[config.mk]
export PLATFORM = sky130hd
export DESIGN_NAME = hazard_scoreboard_unit
export DESIGN_NICKNAME = d
export VERILOG_FILES = /design/src/rtl/hazard_scoreboard_unit.sv
export SDC_FILE = /design/constraint.sdc
export NUM_CORES = 1
export LEC_CHECK = 0
export BUFFER_PORTS_ARGS = -buffer_cell sky130_fd_sc_hd__buf_4
export CAP_MARGIN = 25
export CORE_AREA = 5 5 64 66
export DETAILED_ROUTE_END_ITERATION = 12
export DIE_AREA = 0 0 69 71
export PLACE_DENSITY = 0.66
export REMOVE_ABC_BUFFERS = 1
export SLEW_MARGIN = 10
export SYNTH_ARGS = -nofsm -noshare
export SYNTH_HDL_FRONTEND = slang
export SYNTH_SLANG_ARGS = --single-unit
[constraint.sdc]
create_clock -name clk -period 2 [get_ports clk]
set_clock_uncertainty 0.15 [all_clocks]
set_input_delay 0.1 -clock clk [delete_from_list [all_inputs] [get_ports clk]]
set_output_delay 0.1 -clock clk [all_outputs]
set_load 0.1 [all_outputs]
[src/rtl/hazard_scoreboard_unit.sv]
// Load-use hazard scoreboard for the ID stage.
// Tracks in-flight loads and drives stall/flush controls.
module hazard_scoreboard_unit #(
  parameter int REG_AW   = 5,
  parameter int LOAD_LAT = 1,
  parameter int CNT_W    = 16,
  parameter bit ZERO_REG = 1'b1
) (
  input  logic                clk,
  input  logic                rst_n,
  input  logic                id_valid,
  input  logic                id_memread,
  input  logic [REG_AW-1:0]   id_rd,
  input  logic [REG_AW-1:0]   id_rs1,
  input  logic [REG_AW-1:0]   id_rs2,
  input  logic                id_rs1_en,
  input  logic                id_rs2_en,
  input  logic                branch_taken,
  input  logic                mem_busy,
  output logic                pc_stall,
  output logic                if_id_stall,
  output logic                stall_mux,
  output logic                if_id_flush,
  output logic                id_ex_flush,
  output logic [LOAD_LAT-1:0] load_pending,
  output logic [CNT_W-1:0]    stall_count
);

  logic [LOAD_LAT-1:0]             vld_q, vld_d;
  logic [LOAD_LAT-1:0][REG_AW-1:0] rd_q, rd_d;
  logic [CNT_W-1:0]                stall_count_q, stall_count_d;
  logic hit, hazard, issue;
  logic sel_frz, sel_flush, sel_stall;

  // Compare each pending load against the enabled ID sources
  always_comb begin
    hit = 1'b0;
    for (int i = 0; i < LOAD_LAT; i++) begin
      if (vld_q[i] && !(ZERO_REG && rd_q[i] == '0)) begin
        if (id_rs1_en && rd_q[i] == id_rs1) hit = 1'b1;
        if (id_rs2_en && rd_q[i] == id_rs2) hit = 1'b1;
      end
    end
    hazard    = id_valid & hit;
    sel_frz   = mem_busy;
    sel_flush = !mem_busy & branch_taken;
    sel_stall = !mem_busy & !branch_taken & hazard;
    issue     = id_valid & id_memread & !hazard & !branch_taken
              & !(ZERO_REG && id_rd == '0);
  end

  // Control decode: freeze beats flush beats load-use stall
  always_comb begin
    pc_stall    = 1'b0;
    if_id_stall = 1'b0;
    stall_mux   = 1'b0;
    if_id_flush = 1'b0;
    id_ex_flush = 1'b0;
    if (rst_n) begin
      unique case (1'b1)
        sel_frz: begin
          pc_stall    = 1'b1;
          if_id_stall = 1'b1;
        end
        sel_flush: begin
          if_id_flush = 1'b1;
          id_ex_flush = 1'b1;
        end
        sel_stall: begin
          pc_stall    = 1'b1;
          if_id_stall = 1'b1;
          stall_mux   = 1'b1;
        end
        default: ;
      endcase
    end
  end

  // Advance the load chain and stall counter unless frozen
  always_comb begin
    vld_d         = vld_q;
    rd_d          = rd_q;
    stall_count_d = stall_count_q;
    if (!mem_busy) begin
      for (int i = LOAD_LAT - 1; i > 0; i--) begin
        vld_d[i] = vld_q[i-1];
        rd_d[i]  = rd_q[i-1];
      end
      vld_d[0] = issue;
      rd_d[0]  = id_rd;
      if (sel_stall && stall_count_q != '1)
        stall_count_d = stall_count_q + CNT_W'(1);
    end
  end

  // State registers
  always_ff @(posedge clk or negedge rst_n) begin
    if (!rst_n) begin
      vld_q         <= '0;
      rd_q          <= '0;
      stall_count_q <= '0;
    end else begin
      vld_q         <= vld_d;
      rd_q          <= rd_d;
      stall_count_q <= stall_count_d;
    end
  end

  assign load_pending = vld_q;
  assign stall_count  = stall_count_q;

endmodule

* Yosys cells after proc, flatten, opt, wreduce, memory -nomap -nowiden
Cells that the tools add are included.
** Word-level totals
- Word-level logic and storage cells :: 38
- Output and inout bits :: 22
- Latch bits :: 0
- Memories kept :: 0
- Bits in writable memories :: 0
- Input bits :: 23
- Register bits after elaboration :: 22
- ROM bits :: 0
** Cells by class
- Equality and inequality tests :: 3
- Bitwise logic cells :: 9
- Div/mod/pow operators :: 0
- Reductions and logical operators :: 13
- Shift-type cells :: 0
- $lt $le $gt $ge :: 0
- Mux-type cells :: 9
- Add/sub/neg operators :: 1
- Multiply operators :: 0
** Operator list (number)
- adder 16 x 1 -> 16 bit (second input constant) :: 1
- inequality test 16 bit (second input constant) :: 1
- == test 5 bit :: 2
- logical NOT 5 bit :: 2
- 2-to-1 mux 1 bit :: 9
- AND 1 bit :: 8
- logical NOT 1 bit :: 5
- logical AND 1 bit :: 4
- AND reduction 2 bit :: 1
- OR reduction 2 bit :: 1
- NOT 1 bit :: 1

* Depth between registers and ports, before layout
Gate-level depths: netlist of the first run.
- Depth after elaboration :: 10
- Depth in mapped cells :: 6
- Mapped depth without buffers :: 6

* Worst setup path after synthesis of the first run
No wires, ideal clock.
- Path type :: reg-to-output
- Start point :: register vld_q (netlist: load_pending)
- End point :: output port pc_stall
- Stages on the path, launching flop included :: 5
- Path buffers :: 1
- Setup slack :: -973 ps
- Data arrival time :: 2723 ps
- Required time :: 1750 ps
- Cell sequence :: dfrtp_1 -> o21ai_0 -> and4bb_2 -> o21a_1 -> buf_4
** On the way
- Cells in the longest elaborated chain, start to end :: 7
** Ends and longest elaborated chain
- from (decl) :: RTL line 29 : logic [LOAD_LAT-1:0] vld_q, vld_d;
- from (signal assigned) :: RTL line 103 : vld_q <= vld_d;
- logical AND 1 bit :: RTL line 39 : if (vld_q[i] && !(ZERO_REG && rd_q[i] == '0)) begin
- 2-to-1 mux 1 bit :: RTL line 39
- AND 1 bit :: RTL line 44 : hazard = id_valid & hit;
- AND 1 bit :: RTL line 47 : sel_stall = !mem_busy & !branch_taken & hazard;
- OR reduction 2 bit (no source line)
- 2-to-1 mux 1 bit (2 in series)
- to (decl) :: RTL line 20 : output logic pc_stall,
No other way between the ends.

* Worst setup path after layout of the first run
- Start point :: register rd_q[2] (netlist bit)
- End point :: output port pc_stall
** On the way
- Cells in the longest elaborated chain, start to end :: 10
- Elaborated cells on any way between the ends :: 15
- Classes of those cells :: 2 x eq/ne; 5 x mux; 2 x bitwise; 6 x reduce/logical
** Ends and longest elaborated chain
- from (decl) :: RTL line 30 : logic [LOAD_LAT-1:0][REG_AW-1:0] rd_q, rd_d;
- from (signal assigned) :: RTL line 104 : rd_q <= rd_d;
- == test 5 bit :: RTL line 40 : if (id_rs1_en && rd_q[i] == id_rs1) hit = 1'b1;
- logical AND 1 bit :: RTL line 40
- 2-to-1 mux 1 bit :: RTL line 40
- 2-to-1 mux 1 bit :: RTL line 41 : if (id_rs2_en && rd_q[i] == id_rs2) hit = 1'b1;
- 2-to-1 mux 1 bit (*) :: RTL line 39
- AND 1 bit (*) :: RTL line 44
- AND 1 bit (*) :: RTL line 47
- OR reduction 2 bit (no source line) (*)
- 2-to-1 mux 1 bit (*) :: RTL line 60 : unique case (1'b1)
- 2-to-1 mux 1 bit (*) :: RTL line 59 : if (rst_n) begin
Every way passes the cells marked *; elsewhere a longest branch is shown, timed or not.

==> results of run 1 <==
## cells in the mapped netlist (2+ instances only)
cell type	instances	area, um^2
buf_4	3	22.52
nor2_1	2	7.510
inv_1	3	11.26
and3_1	4	25.02
nand4_1	9	56.30
nor4_1	3	18.77
nand3_1	12	60.06
dfrtp_1	22	550.5
nor3_1	2	10.01
xnor2_1	25	219.0
mux2_2	5	56.30
nand2_1	7	26.28
## repair_timing
| item | in CTS | in global routing |
|---|---|---|
| buffers inserted | 2 | 8 |
| gates resized for setup | 20 | 2 |
| hold buffers | 13 | 0 |
| setup endpoints to repair | 8 | 17 |
| endpoints found under the hold margin | 28 | 0 |
| cloned | 1 | 0 |
| pin swaps | 1 | 10 |
## critical path: stages, from the launching register on
cell and delay, ns:
dfrtp_1 0.40, or4_4 0.55, o21ai_2 0.17, and4bb_2 0.25, o21a_4 0.22, buf_12 0.16
## placed cells by master (no fill, tap or decap), types with 3 or more instances in the layout
master,n
xnor2_1,25
nand3_1,10
nand4_1,9
clkbuf_4,3
nand2_1,7
buf_6,5
inv_1,3
buf_4,61
nor4_1,3
buf_12,3
mux2_2,5
dlygate4sd3_1,13
and3_1,3
dfrtp_1,22
## state kept, by name (all words and copies together), names as in the netlist
name          count
load_pending      1
rd_q              5
stall_count      16
## layout make-up
| class | count | share of cell area, % |
|---|---|---|
| Multi-Input combinational cell | 89 | 34.95 |
| Clock buffer | 4 | 1.732 |
| Timing Repair Buffer | 82 | 33.63 |
| Sequential cell | 22 | 26.28 |
| Inverter | 3 | 0.5376 |
| Tap cell | 48 | 2.867 |
## power by group
part	switching (mW)	internal, mW
Clock	0.138	0.111
Sequential	0.0112	0.457
Combinational	0.125	0.133
## kinds of logic after synthesis
| kind of cell | after synthesis | share of synthesized area [%] |
|---|---|---|
| AO/OA/AOI/OAI | 7 | 5.700 |
| XOR/XNOR | 25 | 16.91 |
| adder cells (fa/ha/maj) | 1 | 0.9660 |
| buffers and inverters | 7 | 2.995 |
| flip-flops | 22 | 42.51 |
| multiplexers | 6 | 5.507 |
| AND/OR/NAND/NOR | 50 | 25.41 |
## routing by layer
layer / global-route usage, % / vias to the layer above / share of wire [%]
met4: 2.603 / 0 / 1.6
met3: 2.131 / 6 / 3.8
met1: 19.16 / 601 / 43
met2: 24.79 / 33 / 51
met5: 0 / - / 0
li1: - / 592 / -
## final timing paths
kind                                               end  slack, ns
hold / removal                load_pending$_DFFE_PN0N_       0.03
min in group asynchronous          rd_q[3]$_DFFE_PN0N_       0.07
hold reg to reg            stall_count[15]$_DFFE_PN0P_       0.37
setup / recovery                              pc_stall      -0.30
max in group asynchronous  stall_count[11]$_DFFE_PN0P_       1.39
setup reg to reg            stall_count[1]$_DFFE_PN0P_      -0.18
## metrics by stage
step,hold slack (ns),setup slack [ns],cells,util [%]
global route,0.03339,-0.3770,248,59.45
floorplan,-0.3456,-1.170,114,-
global placement,-0.1361,0.007778,220,50.04
detailed placement,-0.1329,-0.005054,220,50.04
CTS,0.02828,-0.2628,240,57.49
finish,0.02782,-0.3024,248,59.45
==> metrics, run 1 <==
status=finished, violations left; failing checks=negative setup slack; area growth from synthesis to layout=61.74%; Pleak=approximately 0.96 nW; DR vias/cell=4.968; Syn. warnings=0; area of the multi-input gates=approximately 730 um^2; worst-margin pin slew=0.3337 ns; post-synthesis instance total=~120; RSZ-0062 raised after global routing=true; global-route wire length before repair=a little under 6000 um; I/O pin cnt=between 40 and 50; placed inst area=about 0.0018 mm^2; min cycle time layout=about 2.3 ns; Syn Area/Cell=between 10 and 15 um^2; WL per Instance=approximately 15 um; HP Class=input port to flop; fmax=between 400 and 500 MHz; CTS tree=yes; setup ws final=-0.3024 ns; Tcrit/Tclk final=115.1%; crit path kind=flop to output pin; total power=about 970 uW; endpoints failing setup=17; Initial DRC Count=50; Final HPWL DP=about 2400 um; fillcell total=between 300 and 400; Crit. End Element=output pin; worst-path maximum fanout=2; largest net degree at the start of global routing=26; clock buffer depth=2; DRT antenna net count=0; Hold Path Depth=3; Synth Register Bits=22; share of layout cells above drive strength 1=46.00%; Reg area=about 550 um^2; H-tree levels=1; # rows=22; reg2reg start=rd_q[2]$_DFFE_PN0N_; Reg clk slew, reported paths=roughly 0.13 ns; GP Congestion=between 0.7 and 0.8; Die Width=a little under 70 um; core area=0.003523 mm^2; Arrival @ worst endpoint=a little over 2 ns; Yosys cell types=33; Port-buffer cells=44; Global Route Usage Sum=~14%; clk root buf=clkbuf_4; Hold Startpoint=id_memread; worst relative slew slack=between 70% and 80%; Final Hold Viols=0; vias in the first global route=between 1000 and 1500; initial antenna violation count=0; total negative setup slack=-2.399 ns; CP required=between 1.5 and 2 ns; Worst VDD drop=roughly 0.29 mV; Slew Viols, Final=0; Worst Setup SP=rd_q[2]$_DFFE_PN0N_; clock sink total=22; full die area=0.004899 mm^2; Final Cell Area=around 0.0021 mm^2; grt ovf=0; DRC viols=0; Die H=approximately 71 um; ys async rst share=100.0%; Netlist Area Pre-Place=between 0.001 and 0.0015 mm^2; Worst setup SP type=flop; Num CTS Buffers=3; DRT Pass-1 Iters=4; via count=~1200; R2R cell count=8; Post-synth EDFFs=0; register area share after synthesis=42.51%; ANT cells=0; NumNets Final=between 200 and 250; dominant synthesized flop cell=dfrtp_1; Routed WL=~3800 um; Pwr Density=465.5 mW/mm^2; Starting Density=between 30% and 40%; max cap viols=0; Skew-Pair Late Insertion Delay=around 0.3 ns
Note: power is estimated with default switching activity, not from simulation.
==> run 2: changes to the inputs <==
CORE_AREA = 2 2 61 63   (was 5 5 64 66)
CTS_BUF_LIST = sky130_fd_sc_hd__clkbuf_16   (was not set)
DIE_AREA = 0 0 63 65   (was 0 0 69 71)
==> metrics, run 2 (synthesized netlist as in run 1, its figures left out) <==
total negative setup slack=-0.6684 ns (+1.731 ns); DRC viols=0 (unchanged); wl on met1=1402 um (-14%); endpoints failing setup=7 (-10); DRT Pass-1 Iters=4 (unchanged); worst-margin pin slew=0.3096 ns (-0.02405 ns); Routed WL=3172 um (-16%); Initial DRC Count=28 (-44%); Starting Density=37.04% (+0.29 points); clk root buf=clkbuf_16; status=finished, violations left; H-tree levels=1 (unchanged); max reg flops=16 (unchanged); Die Width=63 um (-8.7%); I/O pin cnt=45 (unchanged); fmax=454.7 MHz (+4.7%); global-route wire length before repair=5264 um (-9.6%); Final HPWL DP=2297 um (-5.7%); Worst VDD drop=0.3472 mV (+20%); Port-buffer cells=44 (unchanged); ANT cells=0 (unchanged); most frequent cells in the layout=52 x buf_4, 23 x xnor2_1, 22 x dfrtp_1; CTS tree=yes; initial antenna violation count=0 (unchanged); uppermost layer routed=met4; DRT antenna net count=0 (unchanged); Final Hold Viols=0 (unchanged); HP Class=input port to flop; GP Congestion=0.7965 (+3.6%); worst-path maximum fanout=2 (unchanged); Arrival @ worst endpoint=1.95 ns (-0.10 ns); Skew-Pair Late Insertion Delay=0.25 ns (-0.05 ns); failing checks=negative setup slack; wire length on met3=87 um (-40%); grt ovf=0 (unchanged); total power=1.117 mW (+15%); core area=0.003496 mm^2 (-0.78%); clock sink total=22 (unchanged); Final Cell Area=0.002034 mm^2 (-2.9%); NumNets Final=209 (-7.1%); Place WS=-0.002621 ns (+0.002433 ns); Worst setup SP type=flop; Tcrit/Tclk final=110.0% (-5.2 points); DR WL met2=1661 um (-14%); max cap viols=0 (unchanged); Hold Path Depth=2 (-1); # rows=22 (unchanged); WL per Instance=13.67 um (-10%); vias in the first global route=1169 (-2.9%); Reg clk slew, reported paths=0.06 ns (-0.07 ns); commonest non-fill, non-tap cell in the layout=buf_4; setup ws final=-0.1991 ns (+0.1033 ns); R2R cell count=7 (-1); placed inst area=0.001740 mm^2 (-1.3%); min cycle time layout=2.199 ns (-0.1033 ns); clock buffer depth=2 (unchanged); crit path kind=flop to output pin; area growth from synthesis to layout=57.10%; via count=1155 (-6.3%); RSZ-0062 raised after global routing=true; Slew Viols, Final=0 (unchanged); Global Route Usage Sum=16.17% (+1.8 points); full die area=0.004095 mm^2 (-16%); CP required=1.75 ns (about the same); Pwr Density=549.0 mW/mm^2 (+18%); DR vias/cell=4.978 (+0.22%); worst relative slew slack=79.36% (+1.8 points); Pleak=0.9184 nW (-4.5%); Num CTS Buffers=3 (unchanged); Crit. End Element=output pin; largest net degree at the start of global routing=26 (unchanged); share of layout cells above drive strength 1=46.74% (+0.74 points); Die H=65 um (-8.5%)
run 2: changes by cell type in the layout (fill, tap and decap cells not counted), moves of 2 or more:
cell,change
buf_4,-9
dlygate4sd3_1,-7
clkbuf_16,+3
clkbuf_4,-3
xnor2_1,-2
xnor2_2,+2
run 2: per-stage QoR:
stage	instances	utilization, %	hold slack, ns
3_5_place_dp	217	49.79	-0.1353
4_1_cts	229	56.05	0.04780
3_3_place_gp	217	49.79	-0.1425
6_report	232	58.20	0.05268
2_1_floorplan	114	-	-0.3456
5_1_grt	232	58.20	0.06359
run 2: critical path, cell delays in order, from the launching register on:
cell,delay (ns)
dfrtp_1,0.37
or4_4,0.54
o21ai_2,0.16
and4bb_2,0.24
o21a_4,0.22
buf_12,0.16
run 2: final timing paths:
path	from	endpoint	slack, ns
worst max-delay path	rd_q[3]$_DFFE_PN0N_	pc_stall	-0.20
worst min-delay path	mem_busy	load_pending$_DFFE_PN0N_	0.05
worst max register to register	rd_q[3]$_DFFE_PN0N_	stall_count[1]$_DFFE_PN0P_	-0.08
worst min register to register	stall_count[15]$_DFFE_PN0P_	stall_count[15]$_DFFE_PN0P_	0.35
max in group asynchronous	rst_n	stall_count[2]$_DFFE_PN0P_	1.31
min in group asynchronous	rst_n	stall_count[15]$_DFFE_PN0P_	0.15
run 2: final cells by class:
cell class / count / area, um^2
Inverter: 3 / 11.26
Multi-Input combinational cell: 89 / 758.2
Timing Repair Buffer: 66 / 575.6
Clock inverter: 1 / 3.754
Fill cell: 304 / 1461
Sequential cell: 22 / 550.5
Tap cell: 48 / 60.06
Clock buffer: 3 / 75.07
run 2: timing repair:
action / in CTS / in global routing
buffers inserted: 2 / 2
resized for setup: 17 / 11
pin swaps: 2 / 11
cloned: 0 / 1
endpoints found under the setup margin: 3 / 18
endpoints found under the hold margin: 27 / 0
hold buffers: 6 / 0
run 2: layer usage:
layer  up-vias  global-route usage (%)
li1        561                       -
met1       572                   20.97
met2        20                   28.19
met3         2                   2.604
met4         0                   3.889
met5         -                       0
run 2: where the power goes:
group | total (mW) | leakage (nW) | internal [mW] | switching [mW]
sequential | 0.470 | 0.296 | 0.457 | 0.0121
clock | 0.415 | 0.0385 | 0.266 | 0.149
combinational | 0.232 | 0.584 | 0.115 | 0.117
total | 1.12 | 0.918 | 0.839 | 0.278
==> run 3: changes to the inputs <==
clock period = 1.81 ns   (was 2 ns; I/O delays follow)
==> metrics, run 3 (synthesized netlist as in run 1, its figures left out) <==
total power=1.268 mW (+13%); worst-path maximum fanout=2 (unchanged); WL per Instance=14.93 um (+9.2%); logic gate share of total power=22.4% (+1.6 points); status=finished, violations left; Worst setup SP type=flop; Reg power frac=40.9% (-1.1 points); HP Class=input port to flop; Initial DRC Count=14 (-50%); Int Power=941.0 uW (+12%); NumNets Final=218 (+4.3%); Skew-Pair Late Insertion Delay=0.25 ns (about the same); largest net degree at the start of global routing=17 (-35%); share of layout cells above drive strength 1=51.81% (+5.1 points); fmax=between 400 and 500 MHz; Worst VDD drop=0.2965 mV (-15%); crit path kind=flop to output pin; worst-margin pin slew=0.3002 ns (-0.009398 ns); Final Hold Viols=0 (unchanged); sw frac=25.76% (+0.87 points); core area=0.003496 mm^2 (unchanged); Die Width=63 um (unchanged); most frequent cells in the layout=61 x buf_4, 22 x dfrtp_1, 17 x xnor2_1; H-tree levels=1 (unchanged); I/O pin cnt=45 (unchanged); ANT cells=0 (unchanged); reg2reg start=rd_q[1]$_DFFE_PN0N_; via count=1202 (+4.1%); CP required=1.57 ns (-0.18 ns); hold_ws=0.04885 ns (-0.003829 ns); Crit. End Element=output pin; worst relative slew slack=79.83% (+0.48 points); Worst Setup SP=rd_q[1]$_DFFE_PN0N_; Starting Density=37.04% (unchanged); DRT antenna net count=0 (unchanged); clock buffer depth=2 (unchanged); final core occ=61.24% (+3.0 points); Pleak=1.004 nW (+9.3%); Routed WL=3597 um (+13%); Hold Startpoint=mem_busy; clk root buf=clkbuf_16; setup ws final=-0.3996 ns (-0.2005 ns); RSZ-0062 raised after global routing=true; max cap viols=0 (unchanged); worst stage delay on the critical path=0.55 ns (about the same); DRT Pass-1 Iters=4 (unchanged); GP Congestion=0.8234 (+3.4%); full die area=0.004095 mm^2 (unchanged); Tcrit/Tclk final=122.1%; Switch Pwr=326.6 uW (+17%); Die H=65 um (unchanged); failing checks=negative setup slack; max reg flops=16 (unchanged); DRC viols=0 (unchanged); power share of the clock group=36.7% (-0.5 points); area growth from synthesis to layout=65.31%; vias in the first global route=1319 (+13%); global-route wire length before repair=6099 um (+16%); endpoints failing setup=18 (+11); Port-buffer cells=44 (unchanged); flop2flop setup slack=-0.31 ns (-0.23 ns); commonest non-fill, non-tap cell in the layout=buf_4; cells along the critical path=or4_4 > o21ai_2 > and4bb_2 > o21a_4 > buf_12; # placed instances=230 (+6.0%); Pwr Density=592.1 mW/mm^2 (+7.9%); initial antenna violation count=0 (unchanged); Arrival @ worst endpoint=1.97 ns (+0.02 ns); DR vias/cell=4.988 (+0.18%); # rows=22 (unchanged); min cycle time layout=2.210 ns; CP max-delay cell=or4_4; grt ovf=0 (unchanged); Global Route Usage Sum=19.10% (+2.9 points); Reg clk slew, reported paths=0.06 ns (about the same); Slew Viols, Final=0 (unchanged); Num CTS Buffers=3 (unchanged); CTS tree=yes; Final HPWL DP=2667 um (+16%); fin cells=241 (+3.9%); clock sink total=22 (unchanged)
## run 3: cell count changes in the layout (fill, tap and decap cells not counted)
cell,delta
buf_4,+9
xnor2_1,-6
nor4b_2,-1
xnor2_2,+6
nor4b_1,+1
## run 3: repair_timing
action,CTS,global route
setup buffers,1,0
gates resized for setup,19,10
endpoints found under the hold margin,27,0
setup endpoints to repair,20,20
hold buffers,6,0
pin swaps,5,9
## run 3: stage by stage
step | instance area (um^2) | worst slack (ns) | setup TNS [ns]
2_1_floorplan | 1267 | -1.350 | -13.48
5_1_grt | 2141 | -0.4246 | -5.733
6_report | 2141 | -0.3996 | -4.808
4_1_cts | 2072 | -0.3803 | -4.180
3_5_place_dp | 1851 | -0.1949 | -2.203
3_3_place_gp | 1851 | -0.1750 | -1.827
## run 3: power by group through the flow
stage	clock network (mW)	registers (mW)	logic, mW
after floorplan	0	0.549	0.0962
after global placement	0	0.524	0.231
after detailed placement	0	0.525	0.238
after CTS	0.481	0.516	0.263
after global routing	0.488	0.520	0.299
final	0.466	0.519	0.283
## run 3: metal layers
metal	vias to the layer above	global-route usage, %	wire [um]
met4	0	9.167	125
met2	30	34.44	1886
li1	579	-	-
met1	581	22.53	1476
met3	12	2.257	108
met5	-	0	0
## run 3: final timing paths
| check | depth (start not counted) | endpoint |
|---|---|---|
| setup / recovery | 5 | pc_stall |
| max in group asynchronous | 3 | stall_count[1]$_DFFE_PN0P_ |
| hold reg to reg | 1 | stall_count[15]$_DFFE_PN0P_ |
| min in group asynchronous | 2 | rd_q[0]$_DFFE_PN0N_ |
| hold / removal | 2 | rd_q[4]$_DFFE_PN0N_ |
| setup reg to reg | 7 | stall_count[1]$_DFFE_PN0P_ |
## run 3: critical path, delay by kind of cell, from the launching register on
kind            cells  cell delay, ns
simple gates        2            0.80
compound gates      2            0.35
buf+inv             1            0.16
flops               1            0.39
## run 3: layout make-up
class | instances | area (um^2)
clock buffers | 3 | 75.07
flip-flops and latches | 22 | 550.5
clock inverters | 1 | 3.754
well taps | 48 | 60.06
multi-input cells | 89 | 797.0
fillers | 287 | 1355
repair buffers | 75 | 643.1
inverters | 3 | 11.26
